## src/rtl/mips32_pkg.sv

```systemverilog
// Shared definitions for the MIPS32 hazard controller: FSM encoding, register index width, default latency.
package mips32_pkg;

  localparam int REG_W      = 5;
  localparam int WB_LAT_DEF = 2;

  typedef enum logic [1:0] {
    RUN     = 2'd0,
    BR_WAIT = 2'd1,
    DRAIN   = 2'd2,
    HALT    = 2'd3
  } state_t;

endpackage

```

## src/rtl/mips32_scoreboard.sv

```systemverilog
// Per-register write-back countdown scoreboard for R1..R31 plus the RAW hazard compare.
// HAZ_FWD_EN: only loads arm a counter (to 1); other writers clear their destination's counter.
module mips32_scoreboard
  import mips32_pkg::*;
#(
  parameter int WB_LAT = WB_LAT_DEF
) (
  input  logic             clk,
  input  logic             rst,
  input  logic             issue,
  input  logic             valid,
  input  logic             wr_en,
  input  logic [REG_W-1:0] rd,
  input  logic             is_load,
  input  logic [REG_W-1:0] rs,
  input  logic             use_rs,
  input  logic [REG_W-1:0] rt,
  input  logic             use_rt,
  output logic             hazard,
  output logic             all_zero
);

  logic [1:0]  load_val;
  logic [31:0] busy;

`ifdef HAZ_FWD_EN
  assign load_val = is_load ? 2'd1 : 2'd0;
`else
  logic unused_is_load;
  assign load_val       = 2'(WB_LAT);
  assign unused_is_load = is_load;
`endif

  // R0 is hardwired to zero, so it is never busy.
  assign busy[0] = 1'b0;

  genvar gi;
  generate
    for (gi = 1; gi < 32; gi++) begin : g_reg
      logic [1:0] cnt_reg;

      // A fresh write to this register takes priority over the countdown.
      always_ff @(posedge clk) begin
        if (rst) begin
          cnt_reg <= 2'd0;
        end else if (issue && wr_en && (rd == REG_W'(gi))) begin
          cnt_reg <= load_val;
        end else if (cnt_reg != 2'd0) begin
          cnt_reg <= cnt_reg - 2'd1;
        end
      end

      assign busy[gi] = |cnt_reg;
    end
  endgenerate

  assign hazard   = valid & ((use_rs & busy[rs]) | (use_rt & busy[rt]));
  assign all_zero = ~|busy;

endmodule

```

## src/rtl/mips32_hazard_ctrl.sv

```systemverilog
// Pipeline hazard controller: RAW stalls from the scoreboard, branch wait, halt drain, stall counter.
// HAZ_FWD_EN: forwarding-aware scoreboarding (only load-use hazards stall, for one cycle).
module mips32_hazard_ctrl
  import mips32_pkg::*;
#(
  parameter int WB_LAT = WB_LAT_DEF,
  parameter int CNT_W  = 16
) (
  input  logic             clk,
  input  logic             rst,
  input  logic             id_valid,
  input  logic [REG_W-1:0] id_rs,
  input  logic [REG_W-1:0] id_rt,
  input  logic             id_use_rs,
  input  logic             id_use_rt,
  input  logic             id_wr_en,
  input  logic [REG_W-1:0] id_rd,
  input  logic             id_is_load,
  input  logic             id_is_branch,
  input  logic             id_is_hlt,
  input  logic             ex_br_resolved,
  input  logic             ex_br_taken,
  output logic             stall,
  output logic             bubble,
  output logic             flush,
  output logic             halted,
  output logic [CNT_W-1:0] stall_cnt
);

  state_t           state_reg, state_next;
  logic [CNT_W-1:0] stall_cnt_reg;
  logic             hazard, all_zero, issue;

  assign issue = id_valid & ~stall;

  mips32_scoreboard #(
    .WB_LAT (WB_LAT)
  ) u_scoreboard (
    .clk      (clk),
    .rst      (rst),
    .issue    (issue),
    .valid    (id_valid),
    .wr_en    (id_wr_en),
    .rd       (id_rd),
    .is_load  (id_is_load),
    .rs       (id_rs),
    .use_rs   (id_use_rs),
    .rt       (id_rt),
    .use_rt   (id_use_rt),
    .hazard   (hazard),
    .all_zero (all_zero)
  );

  always_comb begin
    state_next = state_reg;
    flush      = 1'b0;
    case (state_reg)
      RUN: begin
        if (issue && id_is_branch) begin
          state_next = BR_WAIT;
        end else if (issue && id_is_hlt) begin
          state_next = DRAIN;
        end
      end
      BR_WAIT: begin
        // Reset in the resolve cycle abandons the branch without killing IF/ID.
        if (ex_br_resolved) begin
          state_next = RUN;
          flush      = ex_br_taken & ~rst;
        end
      end
      DRAIN: begin
        if (all_zero) begin
          state_next = HALT;
        end
      end
      HALT:    state_next = HALT;
      default: state_next = RUN;
    endcase
  end

  always_ff @(posedge clk) begin
    if (rst) begin
      state_reg     <= RUN;
      stall_cnt_reg <= '0;
    end else begin
      state_reg <= state_next;
      // Saturate rather than wrap; a halted pipeline no longer counts.
      if (stall && (state_reg != HALT) && (stall_cnt_reg != '1)) begin
        stall_cnt_reg <= stall_cnt_reg + CNT_W'(1);
      end
    end
  end

  assign stall     = hazard | (state_reg != RUN);
  assign bubble    = stall & id_valid;
  assign halted    = (state_reg == HALT);
  assign stall_cnt = stall_cnt_reg;

endmodule

```

## config.mk

```make
export PLATFORM = sky130hd
export DESIGN_NAME = mips32_hazard_ctrl
export DESIGN_NICKNAME = d
export VERILOG_FILES = /design/src/rtl/mips32_pkg.sv /design/src/rtl/mips32_scoreboard.sv /design/src/rtl/mips32_hazard_ctrl.sv
export SDC_FILE = /design/constraint.sdc
export NUM_CORES = 1
export LEC_CHECK = 0
export BUFFER_PORTS_ARGS = -buffer_cell sky130_fd_sc_hd__buf_2
export CORE_MARGIN = 4
export CORE_UTILIZATION = 50
export CTS_CLUSTER_DIAMETER = 80
export CTS_CLUSTER_SIZE = 24
export DETAILED_ROUTE_END_ITERATION = 10
export GPL_TIMING_DRIVEN = 1
export PLACE_DENSITY = 0.68
export SLEW_MARGIN = 25
export SYNTH_ARGS = -nofsm -noshare
export SYNTH_HDL_FRONTEND = slang
export SYNTH_SLANG_ARGS = --single-unit
```

## constraint.sdc

```tcl
create_clock -name clk -period 3.4 [get_ports clk]
set_input_delay 0.17 -clock clk [delete_from_list [all_inputs] [get_ports clk]]
set_output_delay 0.17 -clock clk [all_outputs]
set_load 0.005 [all_outputs]
```

==> results of run 1 <==
==> cell families (layout without fill, tap and decap cells) <==
logic type / count (synthesis) / in the layout
compound gates: 112 / 112
simple gates: 236 / 236
buf+inv: 40 / 78
fa+ha+maj: 1 / 1
mux: 28 / 28
flops: 80 / 80
==> worst max-delay path, delay by kind of cell, from the launching register on <==
kind	cells	cell delay, ns
compound gates	3	1.08
buf+inv	1	0.16
flops	1	0.34
mux	1	0.26
simple gates	2	0.58
==> cell type report <==
type | instances | area, um2 | share of cell area (%)
Timing Repair Buffer | 53 | 292 | 6.14
Multi-Input combinational cell | 377 | 2480 | 52.2
Tap cell | 105 | 131 | 2.77
Inverter | 9 | 33.8 | 0.712
Clock inverter | 5 | 81.3 | 1.71
Clock buffer | 11 | 131 | 2.77
Sequential cell | 80 | 1600 | 33.7
==> path summary, 6_finish.rpt <==
kind,start,to,cells past startpoint
worst max-delay path,u_scoreboard.g_reg[20].cnt_reg[1],stall,7
worst min-delay path,id_is_hlt,state_reg[1],3
worst max register to register,u_scoreboard.g_reg[2].cnt_reg[1],stall_cnt[5],8
worst min register to register,u_scoreboard.g_reg[25].cnt_reg[1],u_scoreboard.g_reg[25].cnt_reg[0],2
==> cells in the mapped netlist (3+ instances only) <==
cell,count,area share [%]
dfxtp_1,80,38
nor2_1,78,6.9
nand2_1,59,5.2
a21oi_1,22,2.6
clkbuf_1,20,1.8
o32ai_1,20,4.1
nor2b_1,17,2.5
nor3b_1,13,2.3
mux4_2,12,6.4
nand2b_1,11,1.6
nand3_1,11,1.3
mux2_2,10,2.7
a31oi_1,9,1.3
nand4_1,9,1.3
nor3_1,8,0.94
o22ai_1,8,1.2
inv_1,7,0.62
o211a_1,7,1.7
o31a_1,7,1.4
nand3b_1,6,1.1
o21a_1,6,1.1
o21ai_0,6,0.71
buf_1,5,0.44
mux2_1,5,1.3
or2_2,5,0.74
or3_1,5,0.74
a2111oi_0,4,0.83
a2111oi_1,3,0.71
and4_1,3,0.62
buf_2,3,0.35
nor4_1,3,0.44
o31ai_1,3,0.53
==> layer usage <==
layer | vias up | wire (um) | global-route usage [%]
met1 | 1815 | 4890 | 30.2
met2 | 131 | 5240 | 37.4
li1 | 1900 | - | -
met4 | 0 | 131 | 7.05
met3 | 10 | 660 | 4.59
met5 | - | 0 | 0
==> metrics by stage <==
stage          cell area (um2)  power (uW)  cells  utilization [%]  setup slack, ns
6_report                  4750        1920    640             57.8            0.466
5_1_grt                   4750        2000    640             57.8            0.333
4_1_cts                   4750        1940    640             57.8            0.456
3_5_place_dp              4530        1180    624             55.2            0.411
3_3_place_gp              4520        1170    623             55.0            0.302
2_1_floorplan             4240        1110    497                -            0.738
==> power by group <==
part / leakage [uW] / switching [uW] / total (uW) / internal (uW)
clock: 0.000104 / 345 / 760 / 414
combinational: 0.00101 / 134 / 204 / 70.1
sequential: 0.000645 / 9.59 / 952 / 943
total: 0.00175 / 489 / 1920 / 1430
==> out/qor.yml, run 1 <==
placed_design:
  gp_congestion: 0.935
  place_hpwl_mm: 7.89
  portBuffers: 44
global_route:
  track_usage_pct: 22.7
  grt_overflow_total: 0
  grt_max_degree: 60
  first_global_vias: 3614
  grt_pass1_wl_mm: 18.1
  antenna_found_initial: 0
synth:
  yosys_warnings: 0
  synth-main-ff-cell: "dfxtp_1"
  yosysSeqAreaShare_pct: 37.8
  synthArstFlopShare_pct: 0
  synth_seq_cells: 80
  netlist_area_um2: 4240
  synth_compound_area_share_pct: 19.9
  synthSimpleGateAreaFrac_pct: 27.4
  synth_cell_type_count: 59
  synth_edf_count: 0
  muxShareOfSynthArea_pct: 10.6
  syn_nets: 524
  syn_avg_cell_area_um2: 8.53
  synth_xor_area_share_pct: 0
  synth_fa_ha_area_share_pct: 0.295
  syn_inst: 497
  synth_top_family_by_area: "simple AND/OR/NAND/NOR gates"
clocking:
  clk_latency_ns: 0.35
  cts_setup_buffers: 0
  cts_sinks: 80
  root_buffer: "clkbuf_8"
  htree_levels: 3
  post_cts_resized: 0
  numCtsBuffers: 9
  clk_pin_slew_ns: 0.08
  cts_tree: "done"
  hold_buffers: 0
  cts_buffer_depth: 2
timing:
  setup_viol: 0
  fmaxAchievable_ghz: 0.341
  rsz0062_at_grt: "false"
  hold_slack_ns: 0.130
  layout_worst_path_cycle_share_pct: 86.3
  finalHoldViolations: 0
  finalCriticalPeriod_ns: 2.93
  worst_pin_slew_ns: 0.915
  max_slew_margin_pct: 38.2
  fin_tns_setup_ns: 0
  slew_viol_final: 0
  fin_skew_ns: 0.0121
drt:
  drt-wirelength-per-cell_um: 17.1
  dr.pass1.iters: 5
  via_count: 3856
  viasPerCell: 6.03
  routed_wl_mm: 10.9
  ant_nets: 0
  drcViolationCount: 0
  drt-initial-drc-count: 255
setup_path:
  worst_ep_arrival_time_ns: 2.76
  cp_cell_sequence: "or3b_2, a21oi_1, mux4_2, a211oi_2, o41ai_1, nand2_1, buf_2"
  path_max_fanout: 4
  worstPathRequired_ns: 3.23
  crit_path_max_incr_delay_ns: 0.86
  critPathLaunchType: "flip-flop"
  rrSetupSlack_ns: 0.48
  crit_type: "flip-flop to output port"
  crit_path_end_kind: "output port"
  cp_slowest_cell: "o41ai_1"
cells_and_area:
  diodes: 0
  nFillCells: 750
  layout_common_cells: "dfxtp_1 (80), nor2_1 (78), nand2_1 (59), buf_2 (44), a21oi_1 (22)"
  final_common_cell: "dfxtp_1"
  drive_gt1_share_pct: 19.1
  largest_reg_flops: 62
  nNetsFinal: 557
  syn_to_final_growth_pct: 11.9
floorplan:
  io_pins: 46
  initial_utilization_pct: 51.6
  die_area_um2: 10000
  die_x_um: 100
  dieHeight_um: 100
  core_area_um2: 8220
  core.rowCount: 33
run:
  max_cap_viol_count: 0
min_path:
  hp-class: "input pin to flip-flop"
run_status:
  outcome: "complete, no violations"
pwr:
  irDropWorstVdd_mv: 0.211
  leakagePower_uw: 0.00175
  powerDensity_nw_per_um2: 404
Note: power is estimated with default switching activity, not from simulation.
==> run 2: changes to the inputs <==
--- a/config.mk
+++ b/config.mk
@@ -12,7 +12,7 @@
 export CTS_CLUSTER_SIZE = 24
 export DETAILED_ROUTE_END_ITERATION = 10
 export GPL_TIMING_DRIVEN = 1
-export PLACE_DENSITY = 0.68
+export PLACE_DENSITY_LB_ADDON = 0.08
 export SLEW_MARGIN = 25
 export SYNTH_ARGS = -nofsm -noshare
 export SYNTH_HDL_FRONTEND = slang
==> constraint.sdc (replaced) <==
create_clock -name clk -period 3.4 [get_ports clk]
set_input_delay 0.34 -clock clk [delete_from_list [all_inputs] [get_ports clk]]
set_output_delay 0.34 -clock clk [all_outputs]
set_load 0.005 [all_outputs]
==> run 2 against run 1 <==
Against the previous run: sequential share of layout area decreased by 0.20 points; setup slack worse by 0.30 ns; sequential power barely moved; global-route usage barely moved; non-clock buffer count increased by 5; via count grew 0.83%; clock skew down 0.0035 ns; power down 3.9%; sequential cell count unchanged; register-to-register slack worse by 0.21 ns; critical path depth grew 2; critical path type unchanged; highest routed layer unchanged.
==> out/qor.yml, run 2 (same netlist as run 1, synthesis figures left out) <==
drt:
  drt-initial-drc-count: 281
  dr.pass1.iters: 4
  drt-wirelength-per-cell_um: 17.4
  via_count: 3888
  viasPerCell: 6.03
  drcViolationCount: 0
  ant_nets: 0
  routed_wl_mm: 11.2
cells_and_area:
  final_common_cell: "dfxtp_1"
  largest_reg_flops: 62
  nNetsFinal: 562
  diodes: 0
  layout_common_cells: "dfxtp_1 (80), nor2_1 (78), nand2_1 (59), buf_2 (44), a21oi_1 (22)"
  syn_to_final_growth_pct: 12.6
  drive_gt1_share_pct: 20.4
placed_design:
  place_hpwl_mm: 8.19
  gp_congestion: 0.835
  portBuffers: 44
setup_path:
  rrSetupSlack_ns: 0.27
  crit_type: "flip-flop to output port"
  cp_cell_sequence: "nor2_1, mux4_2, mux4_2, a211oi_2, nor4_4, buf_4, buf_4, a21boi_0, buf_2"
  path_buf_inv: 3
  cp_slowest_cell: "mux4_2"
  path_delay_family: "multiplexers"
  crit_path_end_kind: "output port"
  path_max_fanout: 16
  worstPathRequired_ns: 3.06
  critPathLaunchType: "flip-flop"
  crit_path_max_incr_delay_ns: 0.48
  worst_ep_arrival_time_ns: 2.89
  rr_worst_depth: 8
  reg2reg_to: "stall_cnt[10]"
  timing.rr.start: "u_scoreboard.g_reg[31].cnt_reg[0]"
clocking:
  cts_sinks: 80
  clk_latency_ns: 0.36
  hold_buffers: 0
  root_buffer: "clkbuf_8"
  cts_setup_buffers: 0
  clk_pin_slew_ns: 0.09
  htree_levels: 3
  numCtsBuffers: 9
  cts_buffer_depth: 2
  cts_tree: "done"
global_route:
  first_global_vias: 3674
  grt_max_degree: 75
  grt_pass1_wl_mm: 18.2
  grt_overflow_total: 0
  track_usage_pct: 22.8
  antenna_found_initial: 0
timing:
  fmaxAchievable_ghz: 0.309
  slew_viol_final: 0
  finalCriticalPeriod_ns: 3.23
  finalHoldViolations: 0
  setup_viol: 0
  layout_worst_path_cycle_share_pct: 95.1
  max_slew_margin_pct: 35.5
  fin_skew_ns: 0.00861
  worst_pin_slew_ns: 0.955
  fin_tns_setup_ns: 0
  rsz0062_at_grt: "false"
  hold_slack_ns: 0.271
min_path:
  min-delay-start: "id_is_hlt"
  holdPathStages: 3
  min_to: "state_reg[1]"
  hp-class: "input pin to flip-flop"
floorplan:
  core_area_um2: 8220
  die_area_um2: 10000
  initial_utilization_pct: 51.6
  io_pins: 46
  die_x_um: 100
  core.rowCount: 33
  dieHeight_um: 100
run:
  max_cap_viol_count: 0
pwr:
  powerDensity_nw_per_um2: 386
  leakagePower_uw: 0.00177
  irDropWorstVdd_mv: 0.186
run_status:
  outcome: "complete, no violations"
[run 2: cell types whose count changed in the layout (fill, tap and decap cells not counted), moves of 2 or more]
cell       before  now
bufinv_16       2    0
clkbuf_1        2    0
inv_6           0    3
buf_4           8   13
[run 2: cell type report]
class,instances,area (um2)
Clock buffer,10,138
Clock inverter,6,50.0
Fill cell,760,3440
Inverter,9,33.8
Multi-Input combinational cell,377,2480
Sequential cell,80,1600
Tap cell,105,131
Timing Repair Buffer,58,338
[run 2: metrics by stage]
stage	instance area [um2]	total power, uW	instances	setup slack [ns]	utilization [%]
floorplan	4240	1110	497	0.645	-
global placement	4570	1180	628	0.229	55.7
detailed placement	4570	1180	628	0.168	55.7
CTS	4760	1850	644	0.0267	57.9
global route	4780	1920	645	0.0152	58.1
finish	4780	1840	645	0.167	58.1
[run 2: metal layers]
| layer | part of all wire, % | routed length, um | track usage [%] |
|---|---|---|---|
| met3 | 5.8 | 652 | 4.45 |
| met2 | 47 | 5270 | 36.8 |
| met5 | 0 | 0 | 0 |
| met4 | 2.5 | 279 | 8.29 |
| met1 | 45 | 5040 | 30.4 |
[run 2: worst max-delay path by stage]
stage | start | endpoint | slack, ns | cells after the start
after CTS | u_scoreboard.g_reg[20].cnt_reg[1] | bubble | 0.03 | 8
after detailed placement | id_rt[3] | stall_cnt[10] | 0.17 | 7
after global routing | u_scoreboard.g_reg[31].cnt_reg[0] | bubble | 0.02 | 9
final | u_scoreboard.g_reg[31].cnt_reg[0] | bubble | 0.17 | 9
after global placement | id_rs[2] | u_scoreboard.g_reg[17].cnt_reg[0] | 0.23 | 9
after floorplan | id_rt[3] | stall_cnt[14] | 0.65 | 8
[run 2: what timing repair did]
action,in CTS,in global routing
endpoints found under the hold margin,0,0
setup endpoints to repair,0,1
resized for setup,0,1
[run 2: tightest hold or removal path: cells and delay by family]
kind            cells  cell delay, ns
simple gates        1            0.08
buf+inv             1            0.08
compound gates      1            0.09
[run 2: where the power goes]
| part | total (uW) | switching, uW | internal [uW] |
|---|---|---|---|
| sequential | 952 | 9.26 | 943 |
| clock | 678 | 384 | 294 |
| combinational | 211 | 136 | 75.3 |
==> run 3: changes to the inputs <==
--- a/config.mk
+++ b/config.mk
@@ -5,8 +5,8 @@
 export SDC_FILE = /design/constraint.sdc
 export NUM_CORES = 1
 export LEC_CHECK = 0
+export ABC_AREA = 1
 export BUFFER_PORTS_ARGS = -buffer_cell sky130_fd_sc_hd__buf_2
-export CORE_MARGIN = 4
 export CORE_UTILIZATION = 50
 export CTS_CLUSTER_DIAMETER = 80
 export CTS_CLUSTER_SIZE = 24
==> run 3 against run 2 <==
Against the previous run: combinational power up 17%; largest cell class unchanged; register-to-register slack better by 0.70 ns; die area down 9.7%; first-iteration DRC count down 7.5%; non-clock buffer count fell by 9; hold slack improved by 0.099 ns.
==> out/qor.yml, run 3 <==
synth:
  synthArstFlopShare_pct: 0
  yosysMostFrequentCell: "nand2_1"
  synth_top_area_share_pct: 36.9
  syn_avg_cell_area_um2: 6.32
  synth-main-ff-cell: "dfxtp_1"
  synth_cell_type_count: 32
  yosys_warnings: 0
  syn_inst: 686
  synth_common_cells: "nand2_1 (201), nand3_1 (92), inv_1 (83), dfxtp_1 (80), nor2_1 (78)"
  netlist_area_um2: 4340
  yosys.area.top_type: "dfxtp_1"
  synth_edf_count: 0
  syn_nets: 713
  yosysSeqAreaShare_pct: 36.9
  synthTopCellsByArea: "dfxtp_1 (37%), nand2_1 (17%), nand3_1 (11%)"
  synth_seq_cells: 80
timing:
  rsz0062_at_grt: "false"
  finalCriticalPeriod_ns: 2.43
  fin_tns_setup_ns: 0
  finalHoldViolations: 0
  hold_slack_ns: 0.370
  fmaxAchievable_ghz: 0.411
  setup_ws_ns: 0.970
  setup_viol: 0
  max_slew_margin_pct: 64.9
  fin_skew_ns: 0.0109
  slew_viol_final: 0
  layout_worst_path_cycle_share_pct: 71.5
  worst_pin_slew_ns: 0.527
clocking:
  numCtsBuffers: 9
  clk_pin_slew_ns: 0.08
  clk_latency_ns: 0.35
  cts_buffer_depth: 2
  htree_levels: 3
  cts_setup_buffers: 0
  hold_buffers: 0
  cts_tree: "done"
  root_buffer: "clkbuf_8"
  cts_sinks: 80
  post_cts_resized: 0
floorplan:
  die_x_um: 95.1
  dieHeight_um: 95.1
  core_area_um2: 8300
  die_area_um2: 9050
  core.rowCount: 33
  initial_utilization_pct: 52.3
  io_pins: 46
run:
  max_cap_viol_count: 0
cells_and_area:
  multi_input_area_um2: 2260
  nNetsFinal: 747
  drive_gt1_share_pct: 10.8
  layout_common_cells: "nand2_1 (201), nand3_1 (92), inv_1 (83), dfxtp_1 (80), nor2_1 (78)"
  largest_reg_flops: 62
  diodes: 0
  seq_area_um2: 1600
  syn_to_final_growth_pct: 9.29
  nFillCells: 882
  final_common_cell: "nand2_1"
  finalNonFillerCells: 829
run_status:
  outcome: "complete, no violations"
placed_design:
  placed_cells_incl_taps: 814
  portBuffers: 44
  place_hpwl_mm: 7.94
  post-place-ws_ns: 0.703
  gp_congestion: 0.857
setup_path:
  cp_cell_sequence: "or2_2, nand2_1, nand3_1, nand3_1, nand2_1, nand2_1, nand3_1, nand3_1, nand2_1, inv_2, nand3_2, nor2_4, buf_4, nand3_1, and3_1"
  crit_type: "flip-flop to flip-flop"
  cp_slowest_cell: "nor2_4"
  crit_path_end_kind: "flip-flop"
  path_delay_family: "simple AND/OR/NAND/NOR gates"
  worst_ep_arrival_time_ns: 2.68
  critPathLaunchType: "flip-flop"
  rrSetupSlack_ns: 0.97
  path_common_cell: "nand3_1"
  worstPathRequired_ns: 3.65
  path_buf_inv: 2
  crit_path_max_incr_delay_ns: 0.34
  path_max_fanout: 17
global_route:
  first_global_vias: 3803
  grt_overflow_total: 0
  grt_max_degree: 45
  track_usage_pct: 25.6
  antenna_found_initial: 0
  grt_pass1_wl_mm: 17.7
drt:
  viasPerCell: 5.29
  ant_nets: 0
  routed_wl_mm: 11.0
  drt-initial-drc-count: 260
  drcViolationCount: 0
  dr.pass1.iters: 5
  via_count: 4384
  drt-wirelength-per-cell_um: 13.3
pwr:
  leakagePower_uw: 0.00208
  irDropWorstVdd_mv: 0.218
  powerDensity_nw_per_um2: 382
min_path:
  hp-class: "input pin to flip-flop"
## run 3: cell count changes after synthesis, sizes merged, moves of 11 or more
cell	before	now
o32ai	20	0
nand4	9	20
nand2	59	202
nand2b	11	0
mux2	15	0
nand3	11	93
mux4	12	0
a21oi	22	44
nor3b	13	0
inv	9	86
nor2b	17	0
## run 3: per-stage QoR
| stage | cell area, um2 | utilization, % | total power [uW] |
|---|---|---|---|
| 6_report | 4740 | 57.1 | 1810 |
| 5_1_grt | 4740 | 57.1 | 1910 |
| 4_1_cts | 4740 | 57.1 | 1830 |
| 3_5_place_dp | 4580 | 55.2 | 1220 |
| 3_3_place_gp | 4580 | 55.2 | 1220 |
| 2_1_floorplan | 4340 | - | 1160 |
## run 3: layout make-up
cell class              count  area share [%]
inverters                  87            6.89
multi-input cells         493            47.7
clock inverters             5           0.713
flip-flops and latches     80            33.8
clock buffers              10            2.69
well taps                 105            2.77
repair buffers             49            5.44
## run 3: tightest hold or removal path: stages
cell and delay, ns:
buf_2 0.10, nor2_1 0.06, nand4_2 0.10, a21oi_1 0.06
## run 3: routing by layer
metal / vias to the layer above / track usage, % / part of all wire [%]
met2: 158 / 38.7 / 43
li1: 2253 / - / -
met4: 0 / 7.20 / 0.97
met1: 1965 / 37.0 / 47
met5: - / 0 / 0
met3: 8 / 4.63 / 8.6
## run 3: logic make-up (layout without fill, tap and decap cells)
family	Yosys count	in the layout	share of synthesized area, %
buffers and inverters	113	151	10.9
and+or+nand+nor	423	423	42.4
AOI/OAI and AO/OA	59	59	7.42
xor gates and xnor gates	10	10	2.02
DFF	80	80	36.9
adders and majority gates	1	1	0.288
## run 3: path summary, 6_finish.rpt
path / from / depth (start not counted) / to
setup reg to reg: u_scoreboard.g_reg[18].cnt_reg[1] / 15 / u_scoreboard.g_reg[1].cnt_reg[0]
hold / removal: id_rd[3] / 4 / u_scoreboard.g_reg[16].cnt_reg[1]
hold reg to reg: u_scoreboard.g_reg[2].cnt_reg[1] / 2 / u_scoreboard.g_reg[2].cnt_reg[0]
setup / recovery: u_scoreboard.g_reg[18].cnt_reg[1] / 15 / u_scoreboard.g_reg[1].cnt_reg[0]
## run 3: where the power goes
group | total, uW | switching, uW | internal [uW]
sequential | 957 | 9.53 | 948
combinational | 247 | 174 | 73.2
clock | 604 | 343 | 261
total | 1810 | 527 | 1280
